==> src/rtl/holy_core_pkg.sv <==
// holy_core_pkg: shared core types used by the MDU arbiter slice.
//   alu_control_t   - ALU/MDU operation encoding carried with each request
//   mdu_arb_state_t - arbiter FSM states
//   is_mdu_op()     - true for the RV32M operations that need the mul_div_unit
package holy_core_pkg;

    localparam int unsigned XLEN = 32;

    typedef enum logic [4:0] {
        ALU_ADD    = 5'd0,
        ALU_SUB    = 5'd1,
        ALU_AND    = 5'd2,
        ALU_OR     = 5'd3,
        ALU_XOR    = 5'd4,
        ALU_SLT    = 5'd5,
        ALU_SLTU   = 5'd6,
        ALU_SLL    = 5'd7,
        ALU_SRL    = 5'd8,
        ALU_SRA    = 5'd9,
        ALU_MUL    = 5'd10,
        ALU_MULH   = 5'd11,
        ALU_MULHSU = 5'd12,
        ALU_MULHU  = 5'd13,
        ALU_DIV    = 5'd14,
        ALU_DIVU   = 5'd15,
        ALU_REM    = 5'd16,
        ALU_REMU   = 5'd17
    } alu_control_t;

    typedef enum logic [1:0] {
        ARB_IDLE  = 2'd0,
        ARB_ISSUE = 2'd1,
        ARB_WAIT  = 2'd2,
        ARB_RESP  = 2'd3
    } mdu_arb_state_t;

    // Operations that must be run on the mul_div_unit.
    function automatic logic is_mdu_op(input alu_control_t ctrl);
        logic m;
        m = 1'b0;
        case (ctrl)
            ALU_MUL, ALU_MULH, ALU_MULHSU, ALU_MULHU,
            ALU_DIV, ALU_DIVU, ALU_REM, ALU_REMU: m = 1'b1;
            default:                              m = 1'b0;
        endcase
        return m;
    endfunction

endpackage

==> src/rtl/mdu_arbiter_rr_picker.sv <==
// rr_picker: combinational round-robin selection.
//   req_i - request vector
//   ptr_i - index of the last winner; search starts at ptr_i+1 and wraps
//   gnt_o - one-hot grant (all zero when nothing requested)
//   idx_o - binary index of the grant
//   any_o - at least one request present
module rr_picker #(
    parameter int unsigned NUM_REQ = 2,
    parameter int unsigned IDX_W   = $clog2(NUM_REQ)
) (
    input  logic [NUM_REQ-1:0] req_i,
    input  logic [IDX_W-1:0]   ptr_i,
    output logic [NUM_REQ-1:0] gnt_o,
    output logic [IDX_W-1:0]   idx_o,
    output logic               any_o
);

    // First requester after the pointer wins; the pointer itself is tried last.
    always_comb begin : pick
        int unsigned cand;
        gnt_o = '0;
        idx_o = '0;
        any_o = 1'b0;
        cand  = 0;
        for (int unsigned off = 1; off <= NUM_REQ; off++) begin
            cand = (32'(ptr_i) + off) % NUM_REQ;
            if (!any_o && req_i[IDX_W'(cand)]) begin
                any_o = 1'b1;
                idx_o = IDX_W'(cand);
                gnt_o = NUM_REQ'(1) << cand;
            end
        end
    end

endmodule

==> src/rtl/mdu_arbiter.sv <==
// mdu_arbiter: shares one mul_div_unit between NUM_REQ requesters.
//   rq_valid/rq_src1/rq_src2/rq_ctrl - per-requester operation request
//   rq_kill       - per-requester flush of pending/in-flight op
//   rq_ready      - one-cycle one-hot accept pulse
//   rs_valid/rs_data/rs_ack - one-hot result valid, shared result bus, consume
//   mdu_req_valid/mdu_src1/mdu_src2/mdu_control - issue side of the MDU
//   mdu_res_valid/mdu_res_ack/mdu_result        - result side of the MDU
//   busy          - arbiter not idle
module mdu_arbiter
    import holy_core_pkg::*;
#(
    parameter int unsigned NUM_REQ = 2,
    parameter int unsigned IDX_W   = $clog2(NUM_REQ)
) (
    input  logic                           clk,
    input  logic                           rst_n,
    input  logic [NUM_REQ-1:0]             rq_valid,
    input  logic [NUM_REQ-1:0][XLEN-1:0]   rq_src1,
    input  logic [NUM_REQ-1:0][XLEN-1:0]   rq_src2,
    input  alu_control_t [NUM_REQ-1:0]     rq_ctrl,
    input  logic [NUM_REQ-1:0]             rq_kill,
    output logic [NUM_REQ-1:0]             rq_ready,
    output logic [NUM_REQ-1:0]             rs_valid,
    output logic [XLEN-1:0]                rs_data,
    input  logic [NUM_REQ-1:0]             rs_ack,
    output logic                           mdu_req_valid,
    output logic [XLEN-1:0]                mdu_src1,
    output logic [XLEN-1:0]                mdu_src2,
    output alu_control_t                   mdu_control,
    input  logic                           mdu_res_valid,
    output logic                           mdu_res_ack,
    input  logic [XLEN-1:0]                mdu_result,
    output logic                           busy
);

    mdu_arb_state_t     state_q, state_d;

    logic [XLEN-1:0]    src1_q, src1_d;
    logic [XLEN-1:0]    src2_q, src2_d;
    alu_control_t       ctrl_q, ctrl_d;
    logic [XLEN-1:0]    result_q, result_d;
    logic [IDX_W-1:0]   gnt_idx_q, gnt_idx_d;
    logic [IDX_W-1:0]   rr_ptr_q, rr_ptr_d;
    logic               drop_q, drop_d;

    logic [NUM_REQ-1:0] eligible;
    logic [NUM_REQ-1:0] pick_gnt;
    logic [IDX_W-1:0]   pick_idx;
    logic               pick_any;
    alu_control_t       pick_ctrl;
    logic               gnt_kill;
    logic               gnt_ack;
    logic [NUM_REQ-1:0] gnt_onehot;

    // A killed requester is never granted, even if it still holds valid.
    assign eligible   = rq_valid & ~rq_kill;
    assign pick_ctrl  = rq_ctrl[pick_idx];
    assign gnt_kill   = rq_kill[gnt_idx_q];
    assign gnt_ack    = rs_ack[gnt_idx_q];
    assign gnt_onehot = NUM_REQ'(1) << gnt_idx_q;

    rr_picker #(
        .NUM_REQ (NUM_REQ),
        .IDX_W   (IDX_W)
    ) u_rr_picker (
        .req_i (eligible),
        .ptr_i (rr_ptr_q),
        .gnt_o (pick_gnt),
        .idx_o (pick_idx),
        .any_o (pick_any)
    );

    // State register.
    always_ff @(posedge clk or negedge rst_n) begin : fsm_reg
        if (!rst_n) begin
            state_q <= ARB_IDLE;
        end else begin
            state_q <= state_d;
        end
    end

    // Next-state logic. A dropped op still waits for the MDU so it is acked.
    always_comb begin : fsm_next
        state_d = state_q;
        case (state_q)
            ARB_IDLE: begin
                if (pick_any) begin
                    state_d = is_mdu_op(pick_ctrl) ? ARB_ISSUE : ARB_RESP;
                end
            end
            ARB_ISSUE: state_d = ARB_WAIT;
            ARB_WAIT: begin
                if (mdu_res_valid) begin
                    state_d = (drop_q || gnt_kill) ? ARB_IDLE : ARB_RESP;
                end
            end
            ARB_RESP: begin
                if (gnt_ack || gnt_kill) begin
                    state_d = ARB_IDLE;
                end
            end
            default: state_d = ARB_IDLE;
        endcase
    end

    // Output decode from the current state.
    always_comb begin : fsm_out
        rq_ready      = '0;
        mdu_req_valid = 1'b0;
        mdu_res_ack   = 1'b0;
        rs_valid      = '0;
        rs_data       = '0;
        busy          = (state_q != ARB_IDLE);
        case (state_q)
            ARB_IDLE:  rq_ready      = pick_gnt;
            ARB_ISSUE: mdu_req_valid = 1'b1;
            ARB_WAIT:  mdu_res_ack   = mdu_res_valid;
            ARB_RESP: begin
                rs_valid = gnt_onehot;
                rs_data  = result_q;
            end
            default: ;
        endcase
    end

    // Operand/result capture and drop-flag tracking.
    always_comb begin : dp_next
        src1_d    = src1_q;
        src2_d    = src2_q;
        ctrl_d    = ctrl_q;
        result_d  = result_q;
        gnt_idx_d = gnt_idx_q;
        rr_ptr_d  = rr_ptr_q;
        drop_d    = drop_q;
        case (state_q)
            ARB_IDLE: begin
                if (pick_any) begin
                    src1_d    = rq_src1[pick_idx];
                    src2_d    = rq_src2[pick_idx];
                    ctrl_d    = pick_ctrl;
                    gnt_idx_d = pick_idx;
                    rr_ptr_d  = pick_idx;
                    // Non-M ops return zero without touching the MDU.
                    result_d  = '0;
                    drop_d    = 1'b0;
                end
            end
            ARB_ISSUE: begin
                if (gnt_kill) begin
                    drop_d = 1'b1;
                end
            end
            ARB_WAIT: begin
                if (gnt_kill) begin
                    drop_d = 1'b1;
                end
                if (mdu_res_valid) begin
                    result_d = mdu_result;
                    drop_d   = 1'b0;
                end
            end
            default: ;
        endcase
    end

    always_ff @(posedge clk or negedge rst_n) begin : dp_reg
        if (!rst_n) begin
            src1_q    <= '0;
            src2_q    <= '0;
            ctrl_q    <= ALU_ADD;
            result_q  <= '0;
            gnt_idx_q <= '0;
            rr_ptr_q  <= IDX_W'(NUM_REQ - 1);
            drop_q    <= 1'b0;
        end else begin
            src1_q    <= src1_d;
            src2_q    <= src2_d;
            ctrl_q    <= ctrl_d;
            result_q  <= result_d;
            gnt_idx_q <= gnt_idx_d;
            rr_ptr_q  <= rr_ptr_d;
            drop_q    <= drop_d;
        end
    end

    assign mdu_src1    = src1_q;
    assign mdu_src2    = src2_q;
    assign mdu_control = ctrl_q;

endmodule

==> config.mk <==
export PLATFORM = sky130hd
export DESIGN_NAME = mdu_arbiter
export DESIGN_NICKNAME = d
export VERILOG_FILES = /design/src/rtl/holy_core_pkg.sv /design/src/rtl/mdu_arbiter_rr_picker.sv /design/src/rtl/mdu_arbiter.sv
export SDC_FILE = /design/constraint.sdc
export NUM_CORES = 1
export LEC_CHECK = 0
export CORE_MARGIN = 2
export CORE_UTILIZATION = 40
export CTS_CLUSTER_SIZE = 8
export DETAILED_ROUTE_END_ITERATION = 8
export PLACE_DENSITY_LB_ADDON = 0.2
export SYNTH_ARGS = -nofsm -noshare
export SYNTH_HDL_FRONTEND = slang
export SYNTH_SLANG_ARGS = --single-unit
==> constraint.sdc <==
create_clock -name clk -period 3.2 [get_ports clk]
set_clock_uncertainty 0.05 [all_clocks]
set_input_delay 0.96 -clock clk [delete_from_list [all_inputs] [get_ports clk]]
set_output_delay 0.96 -clock clk [all_outputs]
set_load 0.01 [all_outputs]
==> qor.csv <==
metric,value,unit
status,finished clean,
grt_pass1_vias,4605,
row_count,40,
hold_class,flip-flop to flip-flop,
avgViaCountPerCell,5.10,
worstSetupStartpointType,input pin,
met1Wirelength,5.31,mm
rsz0062_at_grt,false,
power,6.43,mW
critPathCaptureType,output pin,
coreArea,12000,um2
dr.pass1.iters,7,
die_area,13100,um2
cts_tree,yes,
nets,903,
finalHoldViolCount,0,
setup_viol,0,
area_growth,68.4,%
port_buffers,286,
ys_seq_area_share,54.4,%
globalplace.congestion,0.787,
finalWorstSetupSlack,35.5,ps
dp_slack,-203,ps
max_clock_freq,316,MHz
synth_nets,622,
path_clk_slew,70,ps
ioPinCount,287,
via_count,4450,
synth_seq_cells,106,
timing.final.crit_share,98.9,%
top_layer_used,met4,
ys_async_sr_fraction,100,%
clockRootBuffer,clkbuf_16,
antenna_found_initial,0,
initialDrtViolationCount,304,
insertion_delay,340,ps
synth.area.top_cells,"dfrtp_1 (54%), mux2i_1 (10%), a22o_1 (5.9%), o21ai_0 (5.3%), and2_1 (4.5%)",
clock_path_buffers,2,
critical_path.max_fanout,3,
slew_viol_final,0,
wl,15.0,mm
syn-cell-area,4880,um2
grt_usage,23.2,%
cts_num_sinks,106,
p_per_area,783,nW/um2
synthTopCellsByCount,"dfrtp_1 (105), o21ai_0 (52), mux2i_1 (51)",
worstSetupPathType,input pin to output pin,
maxCapViolCount,0,
synth-edff-count,0,
met3_wirelength,1.32,mm
required,2190,ps
ant_nets,0,
cts_buffers,9,
syn_area_per_cell,11.1,um2
peakVddDrop,0.433,mV
dp_hpwl,11.6,mm
timing.hold.ws,430,ps
synth_cell_types,36,
wire_per_inst,17.3,um
worstPathArrival,2150,ps
routed-wl-met2,8.10,mm
synth_top_area_cell,dfrtp_1,
start_util,40.8,%
synth-main-ff-cell,dfrtp_1,
grt_pass1_wl,23.3,mm
cts_setup_buffers,0,
htreeDepth,3,
synth_warnings,0,
drive_gt1_share,6.07,%
grt_max_degree,57,
antenna_cells,0,
die_h,114,um
synthCells,439,
synth_most_common_cell,dfrtp_1,
dieWidth,114,um
fin_crit,3160,ps
worst_slew_pin_slew,405,ps
drc,0,
max-slew-margin-rel,73.0,%
gr-total-overflow,0,
netlist.area_leader.share,53.9,%
p_leak,3.85,nW
==> stage by stage <==
stage	utilization, %	cells	area [um2]	setup TNS [ps]
6_report	68.6	872	8210	0
5_1_grt	68.6	872	8210	0
4_1_cts	68.6	872	8210	0
3_5_place_dp	66.1	856	7910	-360
3_3_place_gp	66.1	856	7910	-346
2_1_floorplan	-	439	4880	0
==> cell families (layout without fill, tap and decap cells) <==
group	count (synthesis)	count (layout)	share of synthesized area (%)
AO/OA/AOI/OAI	117	117	17.3
flip-flops	106	106	54.4
AND/OR/NAND/NOR	102	102	10.6
buffers and inverters	58	344	5.93
multiplexers	52	52	10.7
adder cells (fa/ha/maj)	4	4	1.03
==> registers in the layout, summed over array words and instances, names as in the netlist <==
| signal | flops |
|---|---|
| drop_q | 1 |
| gnt_idx_q | 1 |
| mdu_control | 5 |
| mdu_src1 | 32 |
| mdu_src2 | 32 |
| result_q | 32 |
| rr_ptr_q | 1 |
| state_q | 2 |
==> layer usage <==
layer | GRT usage [%] | vias to the layer above
met5 | 0 | -
met4 | 7.24 | 0
met3 | 9.53 | 19
met2 | 41.9 | 212
met1 | 24.6 | 2101
li1 | - | 2118
==> final timing paths <==
check | startpoint | to | slack [ps] | cells past startpoint
hold / removal | mdu_src2[20] | mdu_src2[20] | 430 | 2
setup / recovery | rq_kill[1] | rq_ready[0] | 40 | 4
hold reg to reg | mdu_src2[20] | mdu_src2[20] | 430 | 2
setup reg to reg | state_q[0] | mdu_src1[3] | 1200 | 6
min in group asynchronous | rst_n | result_q[7] | 490 | 1
max in group asynchronous | rst_n | rr_ptr_q | 1900 | 2
==> cells in the final DEF, fill, tap and decap left out, types with 9 or more instances in the layout <==
master,count
a222oi_1,19
a22o_1,33
and2_1,35
buf_4,15
clkbuf_16,9
clkdlybuf4s50_1,283
dfrtp_1,105
inv_1,24
mux2i_1,51
nand2_1,50
o21ai_0,52
==> where the power goes <==
| part | switching (mW) | internal (mW) |
|---|---|---|
| clock | 0.474 | 0.645 |
| combinational | 1.32 | 1.64 |
| sequential | 0.352 | 1.99 |
| total | 2.15 | 4.28 |
==> worst max-delay path: stages <==
cell and delay [ps]:
clkdlybuf4s50_1 420, nand2b_2 220, o2111a_1 260, dlygate4sd2_1 300
==> what timing repair did <==
item                                    4_1_cts  5_1_grt
gates resized for setup                       2        0
endpoints found under the setup margin        2        0
hold buffers                                  0        0
==> final cells by class <==
class / instances / area [um2]
fill: 925 / 3750
clock inverter: 5 / 52.6
tap: 147 / 184
sequential: 106 / 2650
timing repair buffer: 303 / 3020
clock buffer: 11 / 253
inverter: 25 / 93.8
multi-input combinational: 275 / 1950
Power figures use the tool's default switching activity.
